$ cat src/rtl/hazard_tracker.sv
// Hazard tracker: E/M/W destination/Tnew scoreboard producing Stall and forwarding selects.
// Zero-latency combinational outputs; Stall freezes D and injects an E bubble, no other backpressure.
module hazard_tracker (
  input  logic        clk,
  input  logic        reset,
  input  logic [4:0]  D_A1,
  input  logic [4:0]  D_A2,
  input  logic [4:0]  D_A3,
  input  logic        D_A1use,
  input  logic        D_A2use,
  input  logic [3:0]  D_rs_Tuse,
  input  logic [3:0]  D_rt_Tuse,
  input  logic [3:0]  D_Tnew,
  output logic        Stall,
  output logic [1:0]  Fwd_D_rs,
  output logic [1:0]  Fwd_D_rt,
  output logic [1:0]  Fwd_E_rs,
  output logic [1:0]  Fwd_E_rt,
  output logic        Fwd_M_rt,
  output logic [4:0]  E_A3,
  output logic [4:0]  M_A3,
  output logic [4:0]  W_A3,
  output logic [15:0] Stall_Count
);

  // M_A1, W_A1 and W_A2 are never consulted by any select, so they are not stored.
  logic [4:0]  e_a1_q, e_a2_q, e_a3_q, m_a2_q, m_a3_q, w_a3_q;
  logic [4:0]  e_a1_d, e_a2_d, e_a3_d, m_a2_d, m_a3_d, w_a3_d;
  logic [3:0]  e_tnew_q, m_tnew_q, w_tnew_q;
  logic [3:0]  e_tnew_d, m_tnew_d, w_tnew_d;
  logic [15:0] cnt_q, cnt_d;

  function automatic logic [3:0] sat_dec(input logic [3:0] x);
    return (x == 4'd0) ? 4'd0 : x - 4'd1;
  endfunction

  function automatic logic hit(input logic [4:0] a, input logic [4:0] dst);
    return (a != 5'd0) && (a == dst);
  endfunction

  // Youngest ready producer wins: E (3) over M (2) over W (1).
  function automatic logic [1:0] fwd_d(input logic [4:0] a);
    if (hit(a, e_a3_q) && e_tnew_q == 4'd0)      return 2'd3;
    else if (hit(a, m_a3_q) && m_tnew_q == 4'd0) return 2'd2;
    else if (hit(a, w_a3_q) && w_tnew_q == 4'd0) return 2'd1;
    else                                         return 2'd0;
  endfunction

  function automatic logic [1:0] fwd_e(input logic [4:0] a);
    if (hit(a, m_a3_q) && m_tnew_q == 4'd0)      return 2'd2;
    else if (hit(a, w_a3_q) && w_tnew_q == 4'd0) return 2'd1;
    else                                         return 2'd0;
  endfunction

  logic rs_hit_e, rs_hit_m, rt_hit_e, rt_hit_m;

  always_comb begin
    rs_hit_e = D_A1use && hit(D_A1, e_a3_q);
    rs_hit_m = D_A1use && hit(D_A1, m_a3_q);
    rt_hit_e = D_A2use && hit(D_A2, e_a3_q);
    rt_hit_m = D_A2use && hit(D_A2, m_a3_q);

    // W always has its result ready, so only E and M can stall D.
    Stall = (rs_hit_e && (e_tnew_q > D_rs_Tuse)) ||
            (rs_hit_m && (m_tnew_q > D_rs_Tuse)) ||
            (rt_hit_e && (e_tnew_q > D_rt_Tuse)) ||
            (rt_hit_m && (m_tnew_q > D_rt_Tuse));

    Fwd_D_rs = fwd_d(D_A1);
    Fwd_D_rt = fwd_d(D_A2);
    Fwd_E_rs = fwd_e(e_a1_q);
    Fwd_E_rt = fwd_e(e_a2_q);
    Fwd_M_rt = hit(m_a2_q, w_a3_q);

    E_A3        = e_a3_q;
    M_A3        = m_a3_q;
    W_A3        = w_a3_q;
    Stall_Count = cnt_q;
  end

  always_comb begin
    e_a1_d   = 5'd0;
    e_a2_d   = 5'd0;
    e_a3_d   = 5'd0;
    e_tnew_d = 4'd0;
    if (!Stall) begin
      e_a1_d   = D_A1;
      e_a2_d   = D_A2;
      e_a3_d   = D_A3;
      e_tnew_d = sat_dec(D_Tnew);
    end
    m_a2_d   = e_a2_q;
    m_a3_d   = e_a3_q;
    m_tnew_d = sat_dec(e_tnew_q);
    w_a3_d   = m_a3_q;
    w_tnew_d = sat_dec(m_tnew_q);
    cnt_d    = cnt_q;
    if (Stall && cnt_q != 16'hFFFF) cnt_d = cnt_q + 16'd1;
  end

  always_ff @(posedge clk) begin
    if (!reset) begin
      e_a1_q   <= 5'd0;
      e_a2_q   <= 5'd0;
      e_a3_q   <= 5'd0;
      e_tnew_q <= 4'd0;
      m_a2_q   <= 5'd0;
      m_a3_q   <= 5'd0;
      m_tnew_q <= 4'd0;
      w_a3_q   <= 5'd0;
      w_tnew_q <= 4'd0;
      cnt_q    <= 16'd0;
    end else begin
      e_a1_q   <= e_a1_d;
      e_a2_q   <= e_a2_d;
      e_a3_q   <= e_a3_d;
      e_tnew_q <= e_tnew_d;
      m_a2_q   <= m_a2_d;
      m_a3_q   <= m_a3_d;
      m_tnew_q <= m_tnew_d;
      w_a3_q   <= w_a3_d;
      w_tnew_q <= w_tnew_d;
      cnt_q    <= cnt_d;
    end
  end

endmodule

$ cat config.mk
export PLATFORM = sky130hd
export DESIGN_NAME = hazard_tracker
export DESIGN_NICKNAME = d
export VERILOG_FILES = /design/src/rtl/hazard_tracker.sv
export SDC_FILE = /design/constraint.sdc
export NUM_CORES = 1
export LEC_CHECK = 0
export BUFFER_PORTS_ARGS = -buffer_cell sky130_fd_sc_hd__buf_4
export CAP_MARGIN = 20
export CELL_PAD_IN_SITES_DETAIL_PLACEMENT = 1
export CELL_PAD_IN_SITES_GLOBAL_PLACEMENT = 1
export CORE_UTILIZATION = 36
export CTS_CLUSTER_SIZE = 12
export DETAILED_ROUTE_END_ITERATION = 12
export PLACE_DENSITY = 0.74
export SLEW_MARGIN = 20
export SYNTH_ARGS = -nofsm -noshare
export SYNTH_HDL_FRONTEND = slang
export SYNTH_SLANG_ARGS = --single-unit
$ cat constraint.sdc
create_clock -name clk -period 3.1 [get_ports clk]
set_input_delay 0 -clock clk [delete_from_list [all_inputs] [get_ports clk]]
set_output_delay 0 -clock clk [all_outputs]
set_load 0.03 [all_outputs]
==> out/results.ini <==
[placement]
post-place-ws_ns = 0.602
finalWeightedCongestion = 0.860
io_buffer_count = 71
placed_cells = 539
dp_hpwl_mm = 6.99

[clock_tree]
clk-insertion-delay-late_ns = 0.33
clkSinkCount = 58
htree_levels = 3
clk_path_buf_depth = 2
cts_post_setup_buffers_inserted = 0
hold_buffers = 18
cts_tree = done
cts_resized = 0
root_buffer = clkbuf_8
path_clk_slew_ns = 0.06
cts_buffers = 9

[grt]
antenna_found_initial = 0
track_usage_pct = 20.1
overflow = 0
grt_pass1_vias = 3101
grt_max_degree = 46
grt_pass1_wl_mm = 15.2

[logic_synthesis]
synth.largest_area_cell = dfxtp_1
synth-seq-cells = 58
synth-edff-count = 0
synth_area_leaders = dfxtp_1, xnor2_1, ha_1
synth_nets = 430
synth_cell_types = 47
async_flop_share_pct = 0
syn_avg_cell_area_sq_um = 8.80
synth_seq_area_share_pct = 34.8
syn_inst = 379
netlist_area_sq_mm = 0.00334
synthFlopType = dfxtp_1
synth_top_area_share_pct = 34.8
yosysWarnings = 0

[power_and_ir_drop]
ir_drop_uv = 216
p_per_area_mw_per_mm2 = 446
p_leak_uw = 0.00187

[timing]
report.final.slew_viol_count = 0
clock_skew_ns = 0.00781
setup_viol = 0
rsz0062_at_grt = no
finalWorstPathRequiredPeriod_ns = 2.69
maxSlewHeadroom_pct = 43.9
fmax_mhz = 371
max_slew.worst_pin.slew_ns = 0.838
tns_ns = 0
period_share_pct = 86.9
setup_slack_ns = 0.407
hold_viol = 0

[floorplanning]
die_w_um = 98.3
io_pins = 72
initial_core_util_pct = 37.7
core_area_sq_mm = 0.00885
die_y_um = 98.3
dieArea_sq_mm = 0.00966
fp-row-count = 34

[detailed_routing]
remaining_drc_errors = 0
num_vias = 3013
wl_mm = 9.53
antenna_left = 0
drt-pass1-iter-count = 9
viasPerCell = 5.26
wl_per_cell_um = 16.6
drt_iter0_drc = 76

[critical_path]
critPathCaptureType = output pin
cp-start-kind = input port
worstPathRequired_ns = 3.10
cp.arrival_ns = 2.69
cp_max_fo = 38
crit_type = in -> out
worst-r2r-setup-slack_ns = 0.57

[final_layout]
layout.nets = 511
fin_util_pct = 48.7
fillCellCount = 1039
diodes = 0
drive_above_1_share_pct = 21.3
instances_no_fill = 573
area_growth_pct = 29.1

[min_path]
hold_path.class = in -> reg

[outcome]
status = finished, final reports clean

[flow_run]
max_cap_viol_count = 0

[metal layers]
layer | wire [um] | global-route usage, % | vias up
met1 | 4280 | 24.2 | 1454
met3 | 347 | 4.22 | 5
met2 | 4840 | 36.5 | 69
met4 | 53 | 4.48 | 0
li1 | - | - | 1485
met5 | 0 | 0 | -
[final cells by class]
class | instances | area (sq um) | area share, %
Inverter | 15 | 56.3 | 1.31
Multi-Input combinational cell | 285 | 2010 | 46.7
Timing Repair Buffer | 91 | 728 | 16.9
Clock buffer | 12 | 165 | 3.84
Sequential cell | 58 | 1160 | 27.0
Clock inverter | 4 | 48.8 | 1.13
Tap cell | 108 | 135 | 3.14
[Yosys cell counts (4+ instances only)]
cell,number
dfxtp_1,58
xnor2_1,38
nand2_1,26
a21oi_1,20
ha_1,20
nor2_1,19
xor2_1,19
and3_1,18
and2_1,15
clkbuf_1,15
inv_1,15
nand4_1,11
nor4_1,11
nand2b_1,9
or4_1,8
nand3_1,7
nor3_1,7
or3_1,7
a211oi_1,5
mux2i_1,5
o211ai_1,5
nor2b_1,4
o21ai_0,4
[flip-flops by register name, indices dropped and copies added, names as in the netlist]
name and flops:
e_a1_q 5, e_a2_q 5, M_A3 5, E_A3 5, e_tnew_q 4, W_A3 5, Stall_Count 16, w_tnew_q 4
m_a2_q 5, m_tnew_q 4
[critical path, cell delays in order]
cell and delay [ns]:
dlygate4sd3_1 0.55, buf_4 0.17, or4_1 0.51, nor2_1 0.23, nor4_1 0.14, a22oi_1 0.35, and2_4 0.47, inv_1 0.08
buf_4 0.18
[cells by family (layout without fill, tap and decap cells)]
logic type	after synthesis	after routing	share of synthesized area, %
AOI/OAI and AO/OA	42	42	8.10
xor gates and xnor gates	57	57	15.0
adders and majority gates	20	20	7.50
buffers and inverters	36	122	4.91
DFF	58	58	34.8
muxes	7	7	2.18
and+or+nand+nor	159	159	27.5
[cells in the final DEF, fill, tap and decap left out, types with 2 or more instances in the layout]
master | synthesis | layout
mux2i_1 | 5 | 5
nand2b_1 | 9 | 9
a211oi_1 | 5 | 5
and3_1 | 18 | 18
xnor2_1 | 38 | 38
nor4b_1 | 2 | 2
clkbuf_8 | 0 | 12
nor3b_1 | 3 | 3
xor2_1 | 19 | 19
dlygate4sd3_1 | 0 | 18
o31ai_1 | 3 | 3
o21ai_0 | 4 | 4
ha_1 | 20 | 20
mux2_2 | 2 | 2
nand4_1 | 11 | 11
nor3_1 | 7 | 7
or4_1 | 8 | 8
or3_1 | 7 | 7
and2_1 | 15 | 15
nand3_1 | 7 | 7
dfxtp_1 | 58 | 58
nor4_1 | 11 | 11
a21oi_1 | 20 | 20
inv_1 | 15 | 15
nor2_1 | 19 | 19
nand2_1 | 26 | 26
nor2b_1 | 4 | 4
clkinv_2 | 0 | 2
buf_4 | 1 | 73
o211ai_1 | 5 | 5
and4_1 | 3 | 3
[final timing paths]
check | endpoint | cells past startpoint | from
hold reg to reg | w_tnew_q[0] | 1 | m_tnew_q[0]
setup reg to reg | Stall_Count[13] | 7 | M_A3[4]
hold / removal | e_tnew_q[1] | 4 | D_Tnew[1]
setup / recovery | Stall | 9 | D_A2[2]
[per-stage QoR]
step | hold slack, ns | power [uW] | cell area (sq um)
after detailed placement | 0.189 | 1170 | 3910
after CTS | 0.0218 | 1940 | 4310
after global placement | 0.182 | 1160 | 3910
after global routing | 0.0164 | 2000 | 4310
after floorplan | 0.0728 | 1040 | 3340
final | 0.0273 | 1920 | 4310
[power breakdown]
group | total [uW] | switching [uW] | internal [uW]
registers | 820 | 41.8 | 779
logic | 355 | 184 | 171
clock network | 746 | 310 | 436
total | 1920 | 536 | 1390
Power figures use the tool's default switching activity.
